==> src/rtl/uart_pkg.sv <==
// Shared types, constants and helpers for the UART transmit path.
package uart_pkg;

  typedef enum logic [2:0] {
    IDLE,
    START,
    DATA,
    PARITY,
    STOP
  } tx_state_e;

  localparam logic LINE_IDLE = 1'b1;

  // Even parity over the low `width` bits; the parity bit makes the total count of ones even.
  function automatic logic even_parity(input logic [7:0] data, input int width);
    logic p;
    p = 1'b0;
    for (int unsigned i = 0; i < 8; i++) begin
      if (int'(i) < width) p ^= data[i];
    end
    return p;
  endfunction

endpackage

==> src/rtl/uart_baud_counter.sv <==
// Free-running bit-period counter; bit_tick marks the last cycle of each bit period.
module uart_baud_counter #(
  parameter int CLKS_PER_BIT = 16
) (
  input  logic clk,
  input  logic rst,
  input  logic clear,
  output logic bit_tick
);

  localparam int CNT_W = (CLKS_PER_BIT > 1) ? $clog2(CLKS_PER_BIT) : 1;
  localparam logic [CNT_W-1:0] LAST = CNT_W'(CLKS_PER_BIT - 1);

  logic [CNT_W-1:0] cnt;

  always_ff @(posedge clk or posedge rst) begin
    if (rst) begin
      cnt <= '0;
    end else if (clear || cnt == LAST) begin
      cnt <= '0;
    end else begin
      cnt <= cnt + 1'b1;
    end
  end

  // Suppressed on clear so a handshake landing on a wrap cycle cannot shorten the start bit.
  assign bit_tick = (cnt == LAST) && !clear;

endmodule

==> src/rtl/uart_tx_serializer.sv <==
// Byte-to-serial UART transmitter: start bit, LSB-first data, optional even parity, stop bit(s).
module uart_tx_serializer
  import uart_pkg::*;
#(
  parameter int CLKS_PER_BIT = 16,
  parameter int DATA_W       = 8,
  parameter int PARITY_EN    = 0,
  parameter int STOP_BITS    = 1
) (
  input  logic              clk,
  input  logic              rst,
  input  logic [DATA_W-1:0] in_data,
  input  logic              in_valid,
  output logic              in_ready,
  output logic              tx,
  output logic              busy
);

  generate
    if (CLKS_PER_BIT < 2 || CLKS_PER_BIT > 65535 || DATA_W < 5 || DATA_W > 8 ||
        PARITY_EN < 0 || PARITY_EN > 1 || (STOP_BITS != 1 && STOP_BITS != 2)) begin : g_bad_params
      $error("uart_tx_serializer: illegal parameter set");
    end
  endgenerate

  localparam int BIT_W = $clog2(DATA_W + 1);
  localparam logic [BIT_W-1:0] LAST_DATA = BIT_W'(DATA_W - 1);
  localparam logic [BIT_W-1:0] LAST_STOP = BIT_W'(STOP_BITS - 1);

  tx_state_e         state_q, state_d;
  logic              tx_q, tx_d;
  logic [DATA_W-1:0] shift_q, shift_d;
  logic              parity_q, parity_d;
  logic [BIT_W-1:0]  bit_cnt_q, bit_cnt_d;
  logic [7:0]        data_ext;
  logic              handshake;
  logic              bit_tick;

  assign in_ready  = (state_q == IDLE) && !rst;
  assign handshake = in_valid && in_ready;
  assign busy      = (state_q != IDLE);
  assign tx        = tx_q;

  uart_baud_counter #(
    .CLKS_PER_BIT(CLKS_PER_BIT)
  ) u_baud (
    .clk     (clk),
    .rst     (rst),
    .clear   (handshake),
    .bit_tick(bit_tick)
  );

  always_ff @(posedge clk or posedge rst) begin
    if (rst) begin
      state_q   <= IDLE;
      tx_q      <= LINE_IDLE;
      shift_q   <= '0;
      parity_q  <= 1'b0;
      bit_cnt_q <= '0;
    end else begin
      state_q   <= state_d;
      tx_q      <= tx_d;
      shift_q   <= shift_d;
      parity_q  <= parity_d;
      bit_cnt_q <= bit_cnt_d;
    end
  end

  // tx_d is the level of the bit being entered, so tx is registered yet changes on the bit edge.
  always_comb begin
    state_d   = state_q;
    tx_d      = tx_q;
    shift_d   = shift_q;
    parity_d  = parity_q;
    bit_cnt_d = bit_cnt_q;
    data_ext  = '0;
    data_ext[DATA_W-1:0] = in_data;

    case (state_q)
      IDLE: begin
        tx_d = LINE_IDLE;
        if (handshake) begin
          shift_d   = in_data;
          parity_d  = even_parity(data_ext, DATA_W);
          bit_cnt_d = '0;
          state_d   = START;
          tx_d      = 1'b0;
        end
      end
      START: begin
        if (bit_tick) begin
          state_d   = DATA;
          tx_d      = shift_q[0];
          bit_cnt_d = '0;
        end
      end
      DATA: begin
        if (bit_tick) begin
          shift_d = shift_q >> 1;
          if (bit_cnt_q == LAST_DATA) begin
            bit_cnt_d = '0;
            if (PARITY_EN != 0) begin
              state_d = PARITY;
              tx_d    = parity_q;
            end else begin
              state_d = STOP;
              tx_d    = LINE_IDLE;
            end
          end else begin
            bit_cnt_d = bit_cnt_q + 1'b1;
            tx_d      = shift_q[1];
          end
        end
      end
      PARITY: begin
        if (bit_tick) begin
          state_d   = STOP;
          tx_d      = LINE_IDLE;
          bit_cnt_d = '0;
        end
      end
      STOP: begin
        if (bit_tick) begin
          tx_d = LINE_IDLE;
          if (bit_cnt_q == LAST_STOP) begin
            state_d   = IDLE;
            bit_cnt_d = '0;
          end else begin
            bit_cnt_d = bit_cnt_q + 1'b1;
          end
        end
      end
      default: begin
        state_d = IDLE;
        tx_d    = LINE_IDLE;
      end
    endcase
  end

endmodule

==> config.mk <==
export PLATFORM = sky130hd
export DESIGN_NAME = uart_tx_serializer
export DESIGN_NICKNAME = d
export VERILOG_FILES = /design/src/rtl/uart_pkg.sv /design/src/rtl/uart_baud_counter.sv /design/src/rtl/uart_tx_serializer.sv
export SDC_FILE = /design/constraint.sdc
export NUM_CORES = 1
export LEC_CHECK = 0
export ABC_AREA = 1
export ABC_CLOCK_PERIOD_IN_PS = 1500
export CAP_MARGIN = 20
export CORE_MARGIN = 8
export CORE_UTILIZATION = 48
export DETAILED_ROUTE_END_ITERATION = 16
export PLACE_DENSITY = 0.73
export SLEW_MARGIN = 0
export SYNTH_ARGS = -nofsm -noshare
export SYNTH_HDL_FRONTEND = slang
export SYNTH_HIERARCHICAL = 1
export SYNTH_SLANG_ARGS = --single-unit
==> constraint.sdc <==
create_clock -name clk -period 1.5 [get_ports clk]
set_input_delay 0.15 -clock clk [delete_from_list [all_inputs] [get_ports clk]]
set_output_delay 0.15 -clock clk [all_outputs]
set_load 0.05 [all_outputs]
==> reports/metrics.yaml, run 1 <==
sta:
  slew_headroom: 0.662
  final-setup-viol-count: 0
  fin_crit_ns: 1.50
  fin_skew_ns: 0.00638
  fin_tns_setup_ns: 0
  whs_ns: 0.244
  worst_pin_slew_ns: 0.504
  finalWorstSetupSlack_ns: 0.00269
  slew_viol_final: 0
  rsz0062_at_grt: "yes"
  hold_viol_final: 0
  period_share: 0.998
  timing.fmax_ghz: 0.668
worst_setup_path:
  arrival_ns: 1.71
  cp.required_ns: 1.71
  critPathSlowestCell: "dfrtp_1"
  cp-end-kind: "register"
  cp-start-kind: "register"
  worstPathMaxFanout: 4
  critPathTopFamily: "simple AND/OR/NAND/NOR gates"
  r2r_cells: 10
  path_cells: "ha_4, nand2_4, nor3_4, inv_2, nand3_4, nand2_4, inv_2, nand2_2, nand2_1, nand2_1"
  worstSetupPathType: "register to register"
  cp_num_cells: 10
  path_buf_inv: 2
  cpPeakStageDelay_ns: 0.45
synth:
  yosys_warnings: 6
  yosysSeqAreaShare: 0.442
  yosysMostFrequentCell: "nand2_1"
  yosys.area.top_type_share: 0.419
  ys_seq_elements: 20
  post_synth_inst_count: 148
  synthDistinctLibCells: 24
  yosysTopAreaCell: "dfrtp_1"
  synthTopCellsByArea: "dfrtp_1 42%, nand2_1 15%, inv_1 6.6%, o21ai_1 4.4%, o21ai_0 4.0%"
  syn_area_sq_um: 1140
  syn_nets: 162
  synth-async-reset-ratio: 1.00
  ys.flop_type: "dfrtp_1"
  synth_edf_count: 0
  synth_common_cells: "46 x nand2_1, 20 x inv_1, 19 x dfrtp_1"
  avgSynthCellArea_sq_um: 7.68
layout:
  post-route-cell-area_sq_um: 1560
  diodes: 0
  nets: 193
  drive_gt1_frac: 0.309
  area_growth_pct: 37.7
  finish.utilization: 0.700
  final_cells: 206
route:
  post-route-drc-count: 0
  final_antenna_net_count: 0
  finalWirelength_mm: 2.45
  wl_per_cell_um: 11.9
  drt_iter0_drc: 12
  vias: 1016
  drtPass1Iterations: 4
  via_per_inst: 4.93
run_status:
  outcome: "completed"
clock_tree:
  clockRootBuffer: "clkbuf_4"
  clock_sinks: 20
  htree_levels: 1
  cts_tree: "built"
  clk_latency_ns: 0.31
  clockBufferDepth: 2
  clk_pin_slew_worst_paths_ns: 0.11
  cts_hold_buf: 0
  cts_made_buffers: 3
flow_run:
  drv_cap: 0
die:
  die-area_sq_um: 4180
  rows: 17
  initial_core_util: 0.509
  core-area_sq_um: 2230
  fp.dieH_um: 64.7
  ios: 14
  die_x_um: 64.7
power:
  p_total_mw: 3.20
  p_leak_nw: 0.810
  vdd_ir_drop_max_mv: 1.36
  power_density_nw_per_um2: 2040
global_routing:
  antenna_found_initial: 0
  grt-ovfl-total: 0
  grt_pass1_wl_mm: 4.20
  grt-busiest-layer: "met2"
  grt_max_degree: 17
  met2_usage: 0.209
  grt_usage: 0.125
  grt_util_met3: 0.0326
  grt_pass1_vias: 990
  use_met1: 0.144
placed_design:
  dp_slack_ns: -0.158
  place_area_sq_um: 1420
  hpwl_mm: 1.77
  numPortBuffers: 13
  place_congestion: 0.830
  dp_cells: 198
hold_path:
  min_path_type: "input port to async pin"
[cells in the final DEF, fill, tap and decap left out, types with 3 or more instances in the layout]
cell type / count
nand2_1: 39
dfrtp_1: 19
inv_1: 17
buf_4: 13
nor2_1: 12
o21ai_1: 10
clkdlybuf4s50_1: 10
nand2_2: 8
inv_2: 6
nand2_4: 6
o21ai_0: 6
o21ai_2: 5
nand3_1: 3
clkbuf_4: 3
buf_12: 3
[logic make-up (layout without fill, tap and decap cells)]
| family | after synthesis | in the layout | synth area share |
|---|---|---|---|
| buffers and inverters | 25 | 54 | 0.0903 |
| AOI/OAI and AO/OA | 23 | 23 | 0.122 |
| xor gates and xnor gates | 2 | 2 | 0.0154 |
| adders and majority gates | 3 | 3 | 0.0330 |
| DFF | 20 | 20 | 0.442 |
| and+or+nand+nor | 75 | 76 | 0.297 |
[layout make-up]
cell class,instances,area (sq um)
tap,28,35.0
fill,188,669
inverter,23,86.3
timing repair buffer,27,269
clock buffer,4,36.3
sequential,20,502
multi-input combinational,104,636
[layer usage]
metal | vias up | part of all wire | wire [um]
met3 | 5 | 0.038 | 94
met1 | 474 | 0.46 | 1130
met4 | 0 | 0.022 | 53
met2 | 16 | 0.48 | 1170
met5 | - | 0 | 0
li1 | 521 | - | -
[final timing paths]
kind | from | endpoint | slack (ns)
worst max register to register | u_baud/cnt[0]$_DFF_PP0_ | state_q[0]$_DFFE_PP0P_ | 0.003
worst max-delay path | u_baud/cnt[0]$_DFF_PP0_ | state_q[0]$_DFFE_PP0P_ | 0.003
min in group clk | in_data[7] | shift_q[7]$_DFFE_PP0P_ | 0.40
worst min-delay path | rst | u_baud/cnt[2]$_DFF_PP0_ | 0.24
worst min register to register | shift_q[0]$_DFFE_PP0P_ | shift_q[0]$_DFFE_PP0P_ | 0.53
max in group asynchronous | rst | tx$_DFFE_PP1P_ | 0.88
[registers in the layout (all words and copies together) (netlist names)]
name and count:
shift_q 8, bit_cnt_q 4, u_baud/cnt 4, state_q 3
tx 1
[repair_timing]
| item | CTS | global route |
|---|---|---|
| pin swaps | 2 | 7 |
| endpoints found under the setup margin | 16 | 17 |
| gates cloned | 1 | 0 |
| hold endpoints to repair | 0 | 0 |
| gates resized for setup | 5 | 17 |
| buffers inserted | 2 | 1 |
[where the power goes]
group / internal, mW / switching, mW
registers: 0.775 / 0.168
clock network: 0.148 / 0.170
logic: 0.841 / 1.09
total: 1.76 / 1.43
[worst min-delay path, delay by kind of cell]
family	cells	cell delay (ns)
buffers and inverters	3	0.76
(Power assumes the default switching activity.)
==> inputs of run 2 (changes only) <==
--- a/config.mk
+++ b/config.mk
@@ -10,8 +10,10 @@
 export CAP_MARGIN = 20
 export CORE_MARGIN = 8
 export CORE_UTILIZATION = 48
+export CTS_CLUSTER_SIZE = 14
 export DETAILED_ROUTE_END_ITERATION = 16
 export PLACE_DENSITY = 0.73
+export SETUP_SLACK_MARGIN = 0.15
 export SLEW_MARGIN = 0
 export SYNTH_ARGS = -nofsm -noshare
 export SYNTH_HDL_FRONTEND = slang
==> run 2 against run 1 <==
Against the previous run:
- global-route usage up 1.1 points
- clock power down 2%
- wire length increased by 8.6%
- clock skew about the same
- clock-buffer cell count is the same
- worst setup slack improved by 0.017 ns
- sequential cell count did not move
- fmax rose by 1.2%
- non-clock buffer count rose by 4
- final cell count is 1.9% higher
- total power rose by 6.5%
==> reports/metrics.yaml, run 2 (synthesis gave the netlist of run 1 again) <==
die:
  core-area_sq_um: 2230  # unchanged
  fp.dieH_um: 64.7  # unchanged
  rows: 17  # unchanged
  die_x_um: 64.7  # unchanged
  initial_core_util: 0.509  # unchanged
  die-area_sq_um: 4180  # unchanged
  ios: 14  # unchanged
layout:
  seq_area_sq_um: 502  # unchanged
  multi_input_area_sq_um: 697  # +9.6%
  regMostFlops: "shift_q"
  largestRegisters: "shift_q (8), bit_cnt_q (4), u_baud/cnt (4)"
  layout_common_cells: "36 x nand2_1, 19 x dfrtp_1, 18 x inv_1, 15 x buf_4, 12 x o21ai_1"
  drive_gt1_frac: 0.363  # +0.0536
  finish.utilization: 0.746  # +0.0454
  nets: 197  # +2.1%
  fillers: 166  # -12%
  diodes: 0  # unchanged
  largest_register_ffs: 8  # unchanged
  area_growth_pct: 46.6
  final_common_cell: "nand2_1"
route:
  final_antenna_net_count: 0  # unchanged
  via_per_inst: 4.94  # +0.22%
  vias: 1038  # +2.2%
  drtPass1Iterations: 4  # unchanged
  finalWirelength_mm: 2.66  # +8.6%
  drt_iter0_drc: 36  # +24
  wl_per_cell_um: 12.6  # +6.6%
  post-route-drc-count: 0  # unchanged
sta:
  period_share: 0.987  # -0.0117
  timing.fmax_ghz: 0.676  # +1.2%
  fin_crit_ns: 1.48  # -0.0175 ns
  final-setup-viol-count: 0  # unchanged
  hold_viol_final: 0  # unchanged
  fin_skew_ns: 0.00608  # -0.000295 ns
  whs_ns: 0.261  # +0.0171 ns
  slew_headroom: 0.744  # +0.0813
  worst_pin_slew_ns: 0.383  # -0.121 ns
  rsz0062_at_grt: "yes"
  fin_tns_setup_ns: 0  # unchanged
  slew_viol_final: 0  # unchanged
clock_tree:
  clockBufferDepth: 2  # unchanged
  cts_made_buffers: 3  # unchanged
  cts_tree: "built"
  clock_sinks: 20  # unchanged
  htree_levels: 1  # unchanged
  clk_latency_ns: 0.30  # about the same
  clk_pin_slew_worst_paths_ns: 0.12  # about the same
  clockRootBuffer: "clkbuf_4"
  cts_hold_buf: 0  # unchanged
power:
  power_frac_clock: 0.092  # -0.008
  combPwrFrac: 0.633  # +0.028
  power_density_nw_per_um2: 2040  # about the same
  p_leak_nw: 0.851  # +5.1%
  vdd_ir_drop_max_mv: 1.28  # -5.7%
  seqPwrFrac: 0.275  # -0.020
  p_sw_frac: 0.450  # +0.00178
  p_int_mw: 1.87  # +6.2%
  p_sw_mw: 1.53  # +7.0%
worst_setup_path:
  worstSetupPathType: "register to output port"
  r2r_setup_slack_ns: 0.03  # +0.03 ns
  cp-end-kind: "output port"
  critPathTopFamily: "flip-flops"
  path_buf_inv: 3  # +1
  cp-start-kind: "register"
  cpPeakStageDelay_ns: 0.43  # -0.02 ns
  cp.required_ns: 1.35  # -0.36 ns
  critPathSlowestCell: "dfrtp_1"
  path_cells: "nor2_4, nand2_4, buf_4, buf_6, buf_12"
  worstPathMaxFanout: 2  # -2
  arrival_ns: 1.33  # -0.38 ns
global_routing:
  antenna_found_initial: 0  # unchanged
  grt_pass1_wl_mm: 4.62  # +10%
  grt_max_degree: 17  # unchanged
  grt-ovfl-total: 0  # unchanged
  grt_usage: 0.137  # +0.0114
  grt_pass1_vias: 1069  # +8.0%
flow_run:
  drv_cap: 0  # unchanged
placed_design:
  numPortBuffers: 13  # unchanged
  place_congestion: 0.835  # +0.52%
  hpwl_mm: 1.78  # +0.55%
hold_path:
  min_path_type: "input port to async pin"
run_status:
  outcome: "completed"
==> run 2: final cells by class <==
cell class	count	share of cell area
inverter	23	0.0533
clock buffer	4	0.0218
timing repair buffer	31	0.184
multi-input combinational	104	0.418
sequential	20	0.301
tap	28	0.0210
==> run 2: stage by stage <==
| stage | power (mW) | std cells | area (sq um) | setup slack (ns) |
|---|---|---|---|---|
| 2_1_floorplan | 2.02 | 148 | 1160 | -0.348 |
| 3_3_place_gp | 2.54 | 198 | 1420 | -0.113 |
| 3_5_place_dp | 2.60 | 198 | 1420 | -0.154 |
| 4_1_cts | 3.23 | 208 | 1590 | 0.0432 |
| 5_1_grt | 3.66 | 210 | 1670 | -0.0555 |
| 6_report | 3.41 | 210 | 1670 | 0.0202 |
==> run 2: tightest hold or removal path, stage by stage <==
cell	delay (ns)
clkdlybuf4s50_1	0.46
buf_4	0.17
inv_1	0.14
==> run 2: final timing paths <==
check	to	startpoint	cells after the start
worst max-delay path	busy	state_q[2]$_DFFE_PP0P_	5
worst min-delay path	u_baud/cnt[3]$_DFF_PP0_	rst	3
worst max register to register	state_q[0]$_DFFE_PP0P_	u_baud/cnt[1]$_DFF_PP0_	10
worst min register to register	shift_q[0]$_DFFE_PP0P_	shift_q[0]$_DFFE_PP0P_	2
max in group asynchronous	tx$_DFFE_PP1P_	rst	4
min in group clk	shift_q[7]$_DFFE_PP0P_	in_data[7]	3
==> run 2: layer usage <==
| metal | track usage | share of wire | vias up | wire, um |
|---|---|---|---|---|
| li1 | - | - | 529 | - |
| met1 | 0.147 | 0.44 | 480 | 1170 |
| met2 | 0.246 | 0.51 | 23 | 1350 |
| met3 | 0.0378 | 0.041 | 6 | 109 |
| met4 | 0.0545 | 0.012 | 0 | 31 |
| met5 | 0 | 0 | - | 0 |
==> run 2: repair_timing <==
| item | CTS | global route |
|---|---|---|
| setup endpoints to repair | 18 | 22 |
| cloned | 1 | 0 |
| setup buffers | 5 | 2 |
| resized for setup | 25 | 17 |
| pin swaps | 9 | 7 |
==> run 2: power by group through the flow <==
| stage | combinational [mW] | clock [mW] | sequential (mW) |
|---|---|---|---|
| CTS | 1.97 | 0.329 | 0.932 |
| global placement | 1.61 | 0 | 0.925 |
| floorplan | 1.06 | 0 | 0.956 |
| detailed placement | 1.66 | 0 | 0.938 |
| global route | 2.36 | 0.343 | 0.955 |
| finish | 2.16 | 0.313 | 0.936 |
